[src/rtl/ladybird_config_pkg.sv]
// ---------------------------------------------------------------------------
// ladybird_config
//   Shared configuration for the ladybird SoC top level: reset-sequencer
//   state encoding, reset-request source indices and small elaboration-time
//   helpers used to size the sequencer's counter.
// ---------------------------------------------------------------------------
package ladybird_config;

  // Reset sequencer states.
  typedef enum logic [1:0] {
    RST_RESET = 2'd0,
    RST_HOLD  = 2'd1,
    RST_WAKE  = 2'd2,
    RST_RUN   = 2'd3
  } rstseq_state_t;

  // Reset-request source indices at the SoC top level.
  localparam int RST_SRC_SWITCH = 0;
  localparam int RST_SRC_BUTTON = 1;
  localparam int N_RST_SRC      = 2;

  function automatic int rstseq_max(input int a, input int b);
    return (a > b) ? a : b;
  endfunction

  // One counter serves both the hold time and the start delay, so it is
  // sized for the larger of the two load values.
  function automatic int rstseq_cnt_width(input int hold_cycles, input int start_delay);
    return $clog2(rstseq_max(hold_cycles, start_delay) + 1);
  endfunction

endpackage

[src/rtl/ladybird_sync_cell.sv]
// ---------------------------------------------------------------------------
// ladybird_sync_cell
//   Multi-stage flop-chain synchroniser, one independent chain per bit.
//   All stages clear asynchronously when anrst_i is low; the output only
//   rises STAGES clock edges after anrst_i is released with d_i high.
//
// Ports:
//   clk_i    in   1      clock
//   anrst_i  in   1      asynchronous active-low clear of every stage
//   d_i      in   WIDTH  data to synchronise
//   q_o      out  WIDTH  synchronised data (last stage of each chain)
// ---------------------------------------------------------------------------
module ladybird_sync_cell #(
  parameter int WIDTH  = 1,
  parameter int STAGES = 2
) (
  input  logic             clk_i,
  input  logic             anrst_i,
  input  logic [WIDTH-1:0] d_i,
  output logic [WIDTH-1:0] q_o
);

  genvar gi;
  generate
    for (gi = 0; gi < WIDTH; gi++) begin : g_bit
      logic [STAGES-1:0] chain_q;

      always_ff @(posedge clk_i or negedge anrst_i) begin
        if (!anrst_i) begin
          chain_q <= '0;
        end else begin
          chain_q <= {chain_q[STAGES-2:0], d_i[gi]};
        end
      end

      assign q_o[gi] = chain_q[STAGES-1];
    end
  endgenerate

endmodule

[src/rtl/ladybird_reset_sequencer.sv]
// ---------------------------------------------------------------------------
// ladybird_reset_sequencer
//   Reset / wake-up controller for the ladybird SoC. Sequences
//   RESET -> HOLD -> WAKE -> RUN, keeps nrst low for a programmable hold
//   time after power-on or after the last unmasked reset request, asserts
//   start a programmable delay after nrst rises (as a level or a pulse) and
//   records the cause of the most recent reset in a sticky register.
//
// Ports:
//   clk        in   1        system clock
//   anrst      in   1        asynchronous active-low power-on reset
//   rst_req    in   N_SRC    per-source reset request (level, clk domain)
//   rst_mask   in   N_SRC    1 = source ignored
//   cause_clr  in   1        clear cause; only acted on in RUN
//   nrst       out  1        registered active-low reset to the SoC
//   start      out  1        core wake-up
//   cause      out  N_SRC+1  bit0 = power-on, bit i+1 = rst_req[i]
//   busy       out  1        high whenever the sequencer is not in RUN
// ---------------------------------------------------------------------------
module ladybird_reset_sequencer
  import ladybird_config::*;
#(
  parameter int N_SRC       = N_RST_SRC,
  parameter int SYNC_STAGES = 2,
  parameter int HOLD_CYCLES = 16,
  parameter int START_DELAY = 1,
  parameter int START_LEVEL = 1
) (
  input  logic             clk,
  input  logic             anrst,
  input  logic [N_SRC-1:0] rst_req,
  input  logic [N_SRC-1:0] rst_mask,
  input  logic             cause_clr,
  output logic             nrst,
  output logic             start,
  output logic [N_SRC:0]   cause,
  output logic             busy
);

  localparam int                CNT_W      = rstseq_cnt_width(HOLD_CYCLES, START_DELAY);
  localparam logic [CNT_W-1:0]  HOLD_LOAD  = CNT_W'(HOLD_CYCLES - 1);
  localparam logic [CNT_W-1:0]  DELAY_LOAD = CNT_W'(START_DELAY - 1);
  localparam logic [N_SRC:0]    CAUSE_POR  = (N_SRC + 1)'(1);

  // -------------------------------------------------------------------------
  // anrst release path: the sequencer leaves RESET only once the release
  // has propagated through the synchroniser, so nrst deassertion is always
  // synchronous to clk even though assertion is immediate.
  // -------------------------------------------------------------------------
  logic sync_done;

  ladybird_sync_cell #(
    .WIDTH  (1),
    .STAGES (SYNC_STAGES)
  ) u_anrst_sync (
    .clk_i   (clk),
    .anrst_i (anrst),
    .d_i     (1'b1),
    .q_o     (sync_done)
  );

  // -------------------------------------------------------------------------
  // Request qualification: a masked source is invisible to the sequencer.
  // -------------------------------------------------------------------------
  logic [N_SRC-1:0] req_active;
  logic             any_req;

  genvar gi;
  generate
    for (gi = 0; gi < N_SRC; gi++) begin : g_src
      assign req_active[gi] = rst_req[gi] & ~rst_mask[gi];
    end
  endgenerate

  assign any_req = |req_active;

  // -------------------------------------------------------------------------
  // State
  // -------------------------------------------------------------------------
  rstseq_state_t    state_q, state_d;
  logic [CNT_W-1:0] cnt_q,   cnt_d;
  logic [N_SRC:0]   cause_q, cause_d;
  logic             nrst_q,  nrst_d;
  logic             start_q, start_d;

  logic             cnt_zero;
  logic [CNT_W-1:0] cnt_dec;

  assign cnt_zero = (cnt_q == '0);
  // Saturating decrement: the counter never wraps below zero.
  assign cnt_dec  = cnt_zero ? '0 : (cnt_q - CNT_W'(1));

  // -------------------------------------------------------------------------
  // Next-state / output logic
  // -------------------------------------------------------------------------
  always_comb begin
    state_d = state_q;
    cnt_d   = cnt_q;
    cause_d = cause_q;

    unique case (state_q)
      RST_RESET: begin
        if (sync_done) begin
          state_d = RST_HOLD;
          cnt_d   = HOLD_LOAD;
        end
      end

      RST_HOLD: begin
        // Requests seen while holding accumulate into the cause.
        cause_d = cause_q | {req_active, 1'b0};
        if (any_req) begin
          // The hold time restarts from every cycle a request is present.
          cnt_d = HOLD_LOAD;
        end else if (cnt_zero) begin
          state_d = RST_WAKE;
          cnt_d   = DELAY_LOAD;
        end else begin
          cnt_d = cnt_dec;
        end
      end

      RST_WAKE: begin
        if (any_req) begin
          state_d = RST_HOLD;
          cnt_d   = HOLD_LOAD;
          cause_d = {req_active, 1'b0};
        end else if (cnt_zero) begin
          state_d = RST_RUN;
          cnt_d   = '0;
        end else begin
          cnt_d = cnt_dec;
        end
      end

      RST_RUN: begin
        // A new trigger replaces the cause and takes priority over a clear
        // arriving on the same edge.
        if (any_req) begin
          state_d = RST_HOLD;
          cnt_d   = HOLD_LOAD;
          cause_d = {req_active, 1'b0};
        end else if (cause_clr) begin
          cause_d = '0;
        end
      end

      default: begin
        state_d = RST_RESET;
        cnt_d   = '0;
      end
    endcase

    // Outputs are registered from the next state so that they change on the
    // same edge as the state transition that causes them.
    nrst_d  = (state_d == RST_WAKE) || (state_d == RST_RUN);
    start_d = (state_d == RST_RUN) &&
              ((START_LEVEL != 0) || (state_q != RST_RUN));
  end

  // -------------------------------------------------------------------------
  // State register
  // -------------------------------------------------------------------------
  always_ff @(posedge clk or negedge anrst) begin
    if (!anrst) begin
      state_q <= RST_RESET;
      cnt_q   <= '0;
      cause_q <= CAUSE_POR;
      nrst_q  <= 1'b0;
      start_q <= 1'b0;
    end else begin
      state_q <= state_d;
      cnt_q   <= cnt_d;
      cause_q <= cause_d;
      nrst_q  <= nrst_d;
      start_q <= start_d;
    end
  end

  assign nrst  = nrst_q;
  assign start = start_q;
  assign cause = cause_q;
  // Decoded from the state register so it follows anrst immediately.
  assign busy  = (state_q != RST_RUN);

endmodule
[config.mk]
export PLATFORM = sky130hd
export DESIGN_NAME = ladybird_reset_sequencer
export DESIGN_NICKNAME = d
export VERILOG_FILES = /design/src/rtl/ladybird_config_pkg.sv /design/src/rtl/ladybird_sync_cell.sv /design/src/rtl/ladybird_reset_sequencer.sv
export SDC_FILE = /design/constraint.sdc
export NUM_CORES = 1
export LEC_CHECK = 0
export CAP_MARGIN = 20
export CORE_MARGIN = 2
export CORE_UTILIZATION = 50
export CTS_CLUSTER_DIAMETER = 150
export DETAILED_ROUTE_END_ITERATION = 12
export PLACE_DENSITY_LB_ADDON = 0.2
export SLEW_MARGIN = 20
export SYNTH_ARGS = -nofsm -noshare
export SYNTH_HDL_FRONTEND = slang
export SYNTH_SLANG_ARGS = --single-unit
[constraint.sdc]
create_clock -name clk -period 1.7 [get_ports clk]
set_input_delay 0.34 -clock clk [delete_from_list [all_inputs] [get_ports clk]]
set_output_delay 0.34 -clock clk [all_outputs]
set_load 0.01 [all_outputs]
==> results.md, run 1 <==
- The routed design could run at a clock period as short as 1.701 ns.
- For the worst setup path, the data required time is 1.87 ns.
- Based on the critical path, the design can be clocked at up to 0.5879 GHz.
- For the worst-skew pair, the clock arrives at the later sink with an insertion delay of 0.28 ns.
- The number of nets in the synthesized netlist is 89.
- Summing the areas of all xor and xnor instances in the mapped netlist gives 0% of the synthesized area.
- The final reports fail on setup timing.
- The CTS tree is yes.
- The total power per unit cell area is 1020 nW/µm².
- Pin placement for this block handled 13 I/O pins.
- The pin count of the biggest net entering global routing is 15.
- Along the worst path, the maximum fanout reaches 3.
- The cell taking the most area after synthesis is dfrtp_1.
- Input and output buffers added on the ports amount to 12.
- The peak supply drop is 0.8135 mV.
- Summing all placed instances gives a cell area of 965.9 µm².
- Combinational logic burns 44.0% of the power.
- The count of unresolved DRC violations after routing is 0.
- The number of clock buffers inserted by TritonCTS is 3.
- By area, the combinational part of the netlist is dominated by simple AND/OR/NAND/NOR gates.
- The starting density of the core is 53.28%.
- The core region is 1489 µm².
- The worst slack after detailed placement is -0.007484 ns.
- The share of Yosys cell area claimed by the top area cell type is 41.01%.
- Counting flops and latches in the post-synthesis netlist gives 14.
- The standard-cell row count is 14.
- The worst setup path is launched from a flop.
- The HPWL after detailed placement is 1135 µm.
- The max-capacitance violation count is 0.
- The synthesized-area fraction occupied by adder cells is 9.464%.
- The class of the tightest hold or removal check is in -> async.
- The setup total negative slack is -0.0008540 ns.
- In this run, flip-flops and latches consume 35.1% of the power.
- After global routing the overflow that remains totals 0.
- The number of distinct library cell variants in the gate-level netlist after synthesis is 31.
- Setup repair after global routing could not meet its margin everywhere.
- Synthesis handed over a netlist of 76 instances.
- The final hold violation count is 0.
- The via count of the first global-routing pass was 626.
- The kind of critical path is reg -> reg.
- After layout, the worst setup slack is -0.0008540 ns.
- The CTS root buffer is clkbuf_4.
- The layout-stage area growth over the synthesis result is 39.27%.
- Ranked by total cell area, the synthesized netlist is headed by dfrtp_1 41%, ha_1 9.5%, nor2_1 3.8%.
- The worst clock skew is 0.007528 ns.
- Counting every sink on the clock net gives 14.
- The count of routing violations after the opening detailed-route iteration is 5.
- The floorplan step defined a die boundary enclosing 1921 µm².
- The mean cell area of the mapped netlist is 10.44 µm².
- The first TritonRoute pass finished after 4 iterations.
- Cell internal power was estimated by the tool at 0.0007323 W.
- The cell leakage power is 0.4685 nW.
- Setup violations remaining at the end of the flow were counted as 1.
- The simple-gate portion of the synthesized area is 24.61%.
- The initial antenna violation count is 0.
- In this run switching power makes up 35.03% of total power.
- The post-route netlist has 29.70% of its cells at a drive strength greater than 1.
- The switching power summed over all nets is 0.0003949 W.
- The clock-pin slew of the registers on the worst-case setup and hold paths is 0.08 ns.
- After detailed routing, the average wire length per cell comes to 13.92 µm.
- The ratio of final minimum period to clock period is 100.1%.
- The finished cells cover 1105 µm².
- Total power for the finished layout comes to 0.001127 W.
- The placer congestion estimate is 0.8127.
- In this run the number of H-tree levels came out at 1.
- The share of total power dissipated in the clock network is 20.9%.
- The via count of the routed design is 623.
- The ratio of routed vias to standard cells is 5.325.
- The first-pass GRT wire length is 2601 µm.
- The net count reported at finish is 115.
- Summing the areas of all compound-gate instances in the mapped netlist gives 16.88% of the synthesized area.
- The repair_antennas step left the layout with diodes totalling 0.
- The die boundary height is 43.83 µm.
- The worst endpoint data arrival time is 1.87 ns.
- The number of slew-limit violations in the final report was 0.
- The count of nets left with antenna violations once routing finished came out at 0.
- The flow ran to the end, but the final reports show violations.
- Final hold analysis gives a worst-case slack of 0.3560 ns.
- The horizontal die dimension is 43.83 µm.
- The sort of element at the end of the critical path is a flop.
- No sink is reached through more buffers than the 2 on the longest clock path.
- Across every metal layer, demand over resource in global routing totals 18.72%.
- Sequential cells were found to cover 44.32% of the synthesized design area.
- The summed instance area of the synthesized netlist is 793.3 µm².
- The multiplexer share of the synthesized area is 1.262%.
- For this block, the routed nets add up to 1629 µm of wire.
- Yosys printed 0 warnings.
critical path, stage by stage (launching register included):
cell and delay (ns):
dfrtp_1 0.40, buf_4 0.14, buf_4 0.14, ha_2 0.19, or2_1 0.20, o2bb2ai_1 0.14, a22o_1 0.25, and2_1 0.14
power by group through the flow:
stage	combinational (W)	sequential (W)	clock [W]
3_5_place_dp	0.000371	0.000402	0
2_1_floorplan	0.000251	0.000401	0
6_report	0.000496	0.000395	0.000236
5_1_grt	0.000545	0.000399	0.000261
4_1_cts	0.000412	0.000399	0.000242
3_3_place_gp	0.000347	0.000399	0
cells in the mapped netlist (all sizes together):
library cell	instances
nor3	2
dfstp	1
nand4	2
o221a	2
a22o	2
nand2b	3
o22a	2
inv	5
conb	1
a311o	1
ha	6
nand2	3
or2b	1
nand3	2
nor4b	1
a21boi	1
or3	1
clkbuf	1
and2	2
or2	1
o2bb2ai	1
nor2b	3
mux2i	1
nor4	1
dfrtp	13
a21oi	5
o21ai	2
nor2	9
a221oi	1
cell usage in the layout, fill, tap and decap left out, drive strengths merged, types with 2 or more instances in the layout:
cell type and instances:
dfrtp 13, o22a 2, inv 5, o21ai 2, nor3 2, nor2 9, nand4 2, ha 6
a22o 2, buf 10, o221a 2, nand2 3, clkdlybuf4s50 10, nor2b 3, clkbuf 4, a21oi 5
nand2b 3, and2 2, nand3 2
routing by layer:
layer  routed length (µm)  GRT usage, %  part of all wire (%)
met3                  101         8.333                   6.2
met2                  827         30.00                    51
met1                  686         21.37                    42
met5                    0             0                     0
met4                   13         8.485                  0.80
logic make-up after synthesis:
kind of cell               after synthesis
and+or+nand+nor                         31
adders and majority gates                6
buffers and inverters                    6
muxes                                    1
DFF                                     14
AOI/OAI and AO/OA                       17
other                                    1
path summary, 6_finish.rpt:
kind | startpoint | to | slack (ns) | cells after the start
max | state_q[0] | start | -0.0009 | 7
min | anrst | cause[2] | 0.36 | 2
max reg2reg | state_q[0] | start | -0.0009 | 7
min reg2reg | u_anrst_sync.g_bit[0].chain_q[0] | u_anrst_sync.g_bit[0].chain_q[1] | 0.36 | 0
max in group asynchronous | anrst | cause[0] | 1.11 | 2
min in group clk | u_anrst_sync.g_bit[0].chain_q[0] | u_anrst_sync.g_bit[0].chain_q[1] | 0.36 | 0
area by class of cell:
type                    count  area, µm²
well taps                  16      20.02
flip-flops and latches     14      351.6
clock buffers               4      36.28
inverters                   5      18.77
multi-input cells          56      481.7
repair buffers             22      196.4
fillers                   109      384.1
flip-flops by register name (all words and copies together) (netlist names):
name and flops:
cause 3, cnt_q 5, nrst 1, start 1, state_q 2, u_anrst_sync.g_bit.chain_q 2
repair_timing:
action,in CTS,in global routing
endpoints found under the hold margin,0,0
pin swaps,1,3
hold buffers,0,0
setup buffers,2,3
resized for setup,8,8
setup endpoints to repair,1,5
through the flow:
step                      std cells  utilization (%)
after global placement          108            64.87
after detailed placement        108            64.87
after CTS                       114            70.17
after global routing            117            74.20
after floorplan                  76                -
final                           117            74.20
(Power assumes the default switching activity.)
==> run 2: changes to the inputs <==
--- a/config.mk
+++ b/config.mk
@@ -6,8 +6,9 @@
 export NUM_CORES = 1
 export LEC_CHECK = 0
 export CAP_MARGIN = 20
+export CORE_ASPECT_RATIO = 1.25
 export CORE_MARGIN = 2
-export CORE_UTILIZATION = 50
+export CORE_UTILIZATION = 46
 export CTS_CLUSTER_DIAMETER = 150
 export DETAILED_ROUTE_END_ITERATION = 12
 export PLACE_DENSITY_LB_ADDON = 0.2
==> constraint.sdc (replaced) <==
create_clock -name clk -period 1.55 [get_ports clk]
set_input_delay 0.31 -clock clk [delete_from_list [all_inputs] [get_ports clk]]
set_output_delay 0.31 -clock clk [all_outputs]
set_load 0.01 [all_outputs]
==> run 2 against run 1 <==
  * The flow still finishes with violations (setup timing)
  * Register-to-register slack lost 0.05 ns
  * Cell count grew 11%
  * First-iteration DRC count grew to 3.2 times the previous value
  * Clock power grew 17%
  * Final area grew 12%
  * Largest cell class unchanged
  * Largest power group unchanged
==> results.md, run 2 (synthesis gave the netlist of run 1 again) <==
- The run finished, with violations left.
- The final reports fail on setup timing.
- The clock-pin slew of the registers on the worst-case setup and hold paths is 0.09 ns (about the same).
- The most common cell after layout, fill and taps aside is buf_4.
- The combinational share of power came to 51.1% (+7.1 points).
- The maximum net fanout on the critical path is 3 (unchanged).
- The final setup slack of the worst path came to -0.05503 ns (-0.05417 ns).
- The horizontal die dimension is 41.14 µm (-6.1%).
- The die boundary height is 50.43 µm (+15%).
- The part of the total power dissipated in the clock network is 19.1% (-1.8 points).
- The worst hold slack after final layout came to 0.2409 ns (-0.1152 ns).
- The standard-cell row count is 16 (+2).
- The signal on the critical path passes through buf_6 > inv_6 > buf_4 > ha_4 > nor2b_4 > nor2_4 > buf_4 > nand4_1 > o221a_1.
- The flip-flop count of the largest register, all copies and words added is 5 (unchanged).
- STA classifies the critical path startpoint as a flop.
- The count of buffers from port buffering is 12 (unchanged).
- The net count reported at finish is 126 (+9.6%).
- The layout-stage area growth over the synthesis result is 56.47%.
- The core box area was 1602 µm² (+7.6%).
- The placer congestion estimate is 0.8390 (+3.2%).
- The CTS root buffer is clkbuf_4.
- The peak supply drop is 0.8891 mV (+9.3%).
- The count of routing violations after the opening detailed-route iteration came to 16 (+11).
- The first-pass GRT wire length came to 2967 µm (+14%).
- The upper clock frequency limit came to 0.6230 GHz (+6.0%).
- The most frequent cell on the critical path is buf_4.
- The relative contribution of sequential cells to total power is 29.9% (-5.2 points).
- The final count of negative-setup-slack endpoints is 5 (+4).
- The area of the die is 2075 µm² (+8.0%).
- The clock latency on the worst-skew pair was 0.30 ns (+0.02 ns).
- The top-level I/O count is 13 (unchanged).
- The cell leakage power is 0.5304 nW (+13%).
- The shortest clock period the worst path allows after layout was 1.605 ns (-0.09583 ns).
- The number of slew-limit violations in the final report is 0 (unchanged).
- The setup total negative slack is -0.1812 ns (-0.1804 ns).
- The ratio of routed vias to standard cells came to 5.577 (+4.7%).
- The layout filler cell count is 105 (-3.7%).
- The slowest cell on the critical path is dfrtp_1.
- Counting flops per register, the top entry is cnt_q.
- The largest buffer count on any clock path is 2 (unchanged).
- The max-capacitance violation count came to 0 (unchanged).
- The class of the tightest hold or removal check is in -> async.
- The number of non-filler instances in the completed layout is 130 (+11%).
- The number of placed instances with taps included is 120 (+11%).
- The number of nets still failing antenna checks after routing is 0 (unchanged).
- The total power per unit cell area is 1170 nW/µm² (+15%).
- The global-route usage over all layers is 21.33% (+2.6 points).
- The switching fraction of total power is 34.43% (-0.60 points).
- The final hold violation count is 0 (unchanged).
- The final routed wirelength across all metal layers is 1991 µm (+22%).
- The initial antenna violation count is 0 (unchanged).
- The fraction of final layout cells with drive strength greater than 1 is 42.86% (+13 points).
- The wire length per cell after detailed routing is 15.32 µm (+10%).
- The number of clock buffers inserted by TritonCTS is 3 (unchanged).
- The switching power summed over all nets is 0.0005001 W (+27%).
- The worst setup path is captured at a flop.
- The number of antenna cells inserted came to 0 (unchanged).
- The clock sink count was 14 (unchanged).
- The data required time of the worst path is 1.74 ns (-0.13 ns).
- The number of H-tree levels is 1 (unchanged).
- The internal portion of total power is 0.0009524 W (+30%).
- The delay contributed by the slowest stage of the critical path was 0.41 ns (about the same).
- The count of unresolved DRC violations after routing is 0 (unchanged).
- TritonCTS built the clock tree.
- The via count of the first global-routing pass is 737 (+18%).
- The worst slack after detailed placement is -0.2250 ns (-0.2175 ns).
- The worst endpoint data arrival time is 1.80 ns (-0.07 ns).
- The top cell types in the final layout, fill and taps aside, are 19 x buf_4, 13 x dfrtp_1, 10 x clkdlybuf4s50_1.
- The pin count of the biggest net entering global routing came to 10 (-5).
- The placed wire-length estimate is 1306 µm (+15%).
- Setup repair after global routing could not meet its margin everywhere.
- The detailed-router iteration count before antenna repair was 4 (unchanged).
- The ratio of final minimum period to clock period is 103.6% (+3.5 points).
- The overall overflow remaining after global route came to 0 (unchanged).
- The setup path with the least slack is of type reg -> reg.
- The starting density of the core was 49.53% (-3.7 points).
- The final design area excluding fillers came to 1241 µm² (+12%).
- The worst clock skew is 0.002850 ns (-0.004679 ns).
- The via count of the routed design is 725 (+16%).
- The cell area reported after detailed placement came to 1047 µm² (+8.4%).
-- run 2: worst paths after layout --
check	end	slack, ns	startpoint	depth (start not counted)
hold reg to reg	u_anrst_sync.g_bit[0].chain_q[1]	0.36	u_anrst_sync.g_bit[0].chain_q[0]	0
min in group clk	u_anrst_sync.g_bit[0].chain_q[1]	0.36	u_anrst_sync.g_bit[0].chain_q[0]	0
setup / recovery	cnt_q[3]	-0.06	state_q[0]	9
hold / removal	cnt_q[3]	0.24	anrst	1
setup reg to reg	cnt_q[3]	-0.06	state_q[0]	9
max in group asynchronous	u_anrst_sync.g_bit[0].chain_q[1]	0.89	anrst	2
-- run 2: metal layers --
metal  part of all wire (%)  GRT usage, %  vias up  wire length (µm)
li1                       -             -      340                 -
met1                     40         25.00      360               788
met2                     54         33.59       18              1069
met3                    3.6         6.637        7                72
met4                    3.1         10.22        0                61
met5                      0             0        -                 0
-- run 2: repair_timing --
item,CTS,global route
resized for setup,13,18
setup buffers,3,3
hold buffers,0,0
endpoints found under the setup margin,6,12
pin swaps,3,10
-- run 2: worst max-delay path: cells and delay by family (launching register included) --
family | cells | cell delay, ns
DFF | 1 | 0.41
and+or+nand+nor | 3 | 0.36
AOI/OAI and AO/OA | 1 | 0.15
buffers and inverters | 4 | 0.44
adders and majority gates | 1 | 0.14
-- run 2: layout make-up --
cell class | count | area, µm² | share of cell area [%]
multi-input combinational | 56 | 525.5 | 42.34
sequential | 14 | 351.6 | 28.33
timing repair buffer | 33 | 279.0 | 22.48
clock buffer | 4 | 36.28 | 2.923
inverter | 5 | 26.28 | 2.117
tap | 18 | 22.52 | 1.815
-- run 2: power groups by stage --
stage | sequential, W | combinational (W) | clock [W]
6_report | 0.000434 | 0.000742 | 0.000277
5_1_grt | 0.000439 | 0.000812 | 0.000284
4_1_cts | 0.000429 | 0.000575 | 0.000277
3_5_place_dp | 0.000442 | 0.000501 | 0
3_3_place_gp | 0.000440 | 0.000494 | 0
2_1_floorplan | 0.000445 | 0.000307 | 0
-- run 2: per-stage QoR --
stage / util, % / total power (W)
after global routing: 77.50 / 0.001535
final: 77.50 / 0.001453
after CTS: 70.94 / 0.001281
after detailed placement: 65.39 / 0.0009431
after global placement: 65.39 / 0.0009341
after floorplan: - / 0.0007518
==> run 3: changes to the inputs <==
--- a/config.mk
+++ b/config.mk
@@ -10,6 +10,7 @@
 export CORE_MARGIN = 2
 export CORE_UTILIZATION = 46
 export CTS_CLUSTER_DIAMETER = 150
+export CTS_CLUSTER_SIZE = 20
 export DETAILED_ROUTE_END_ITERATION = 12
 export PLACE_DENSITY_LB_ADDON = 0.2
 export SLEW_MARGIN = 20
==> results of run 3 <==
The final DEF is identical to that of run 2; final timing and power are the same.
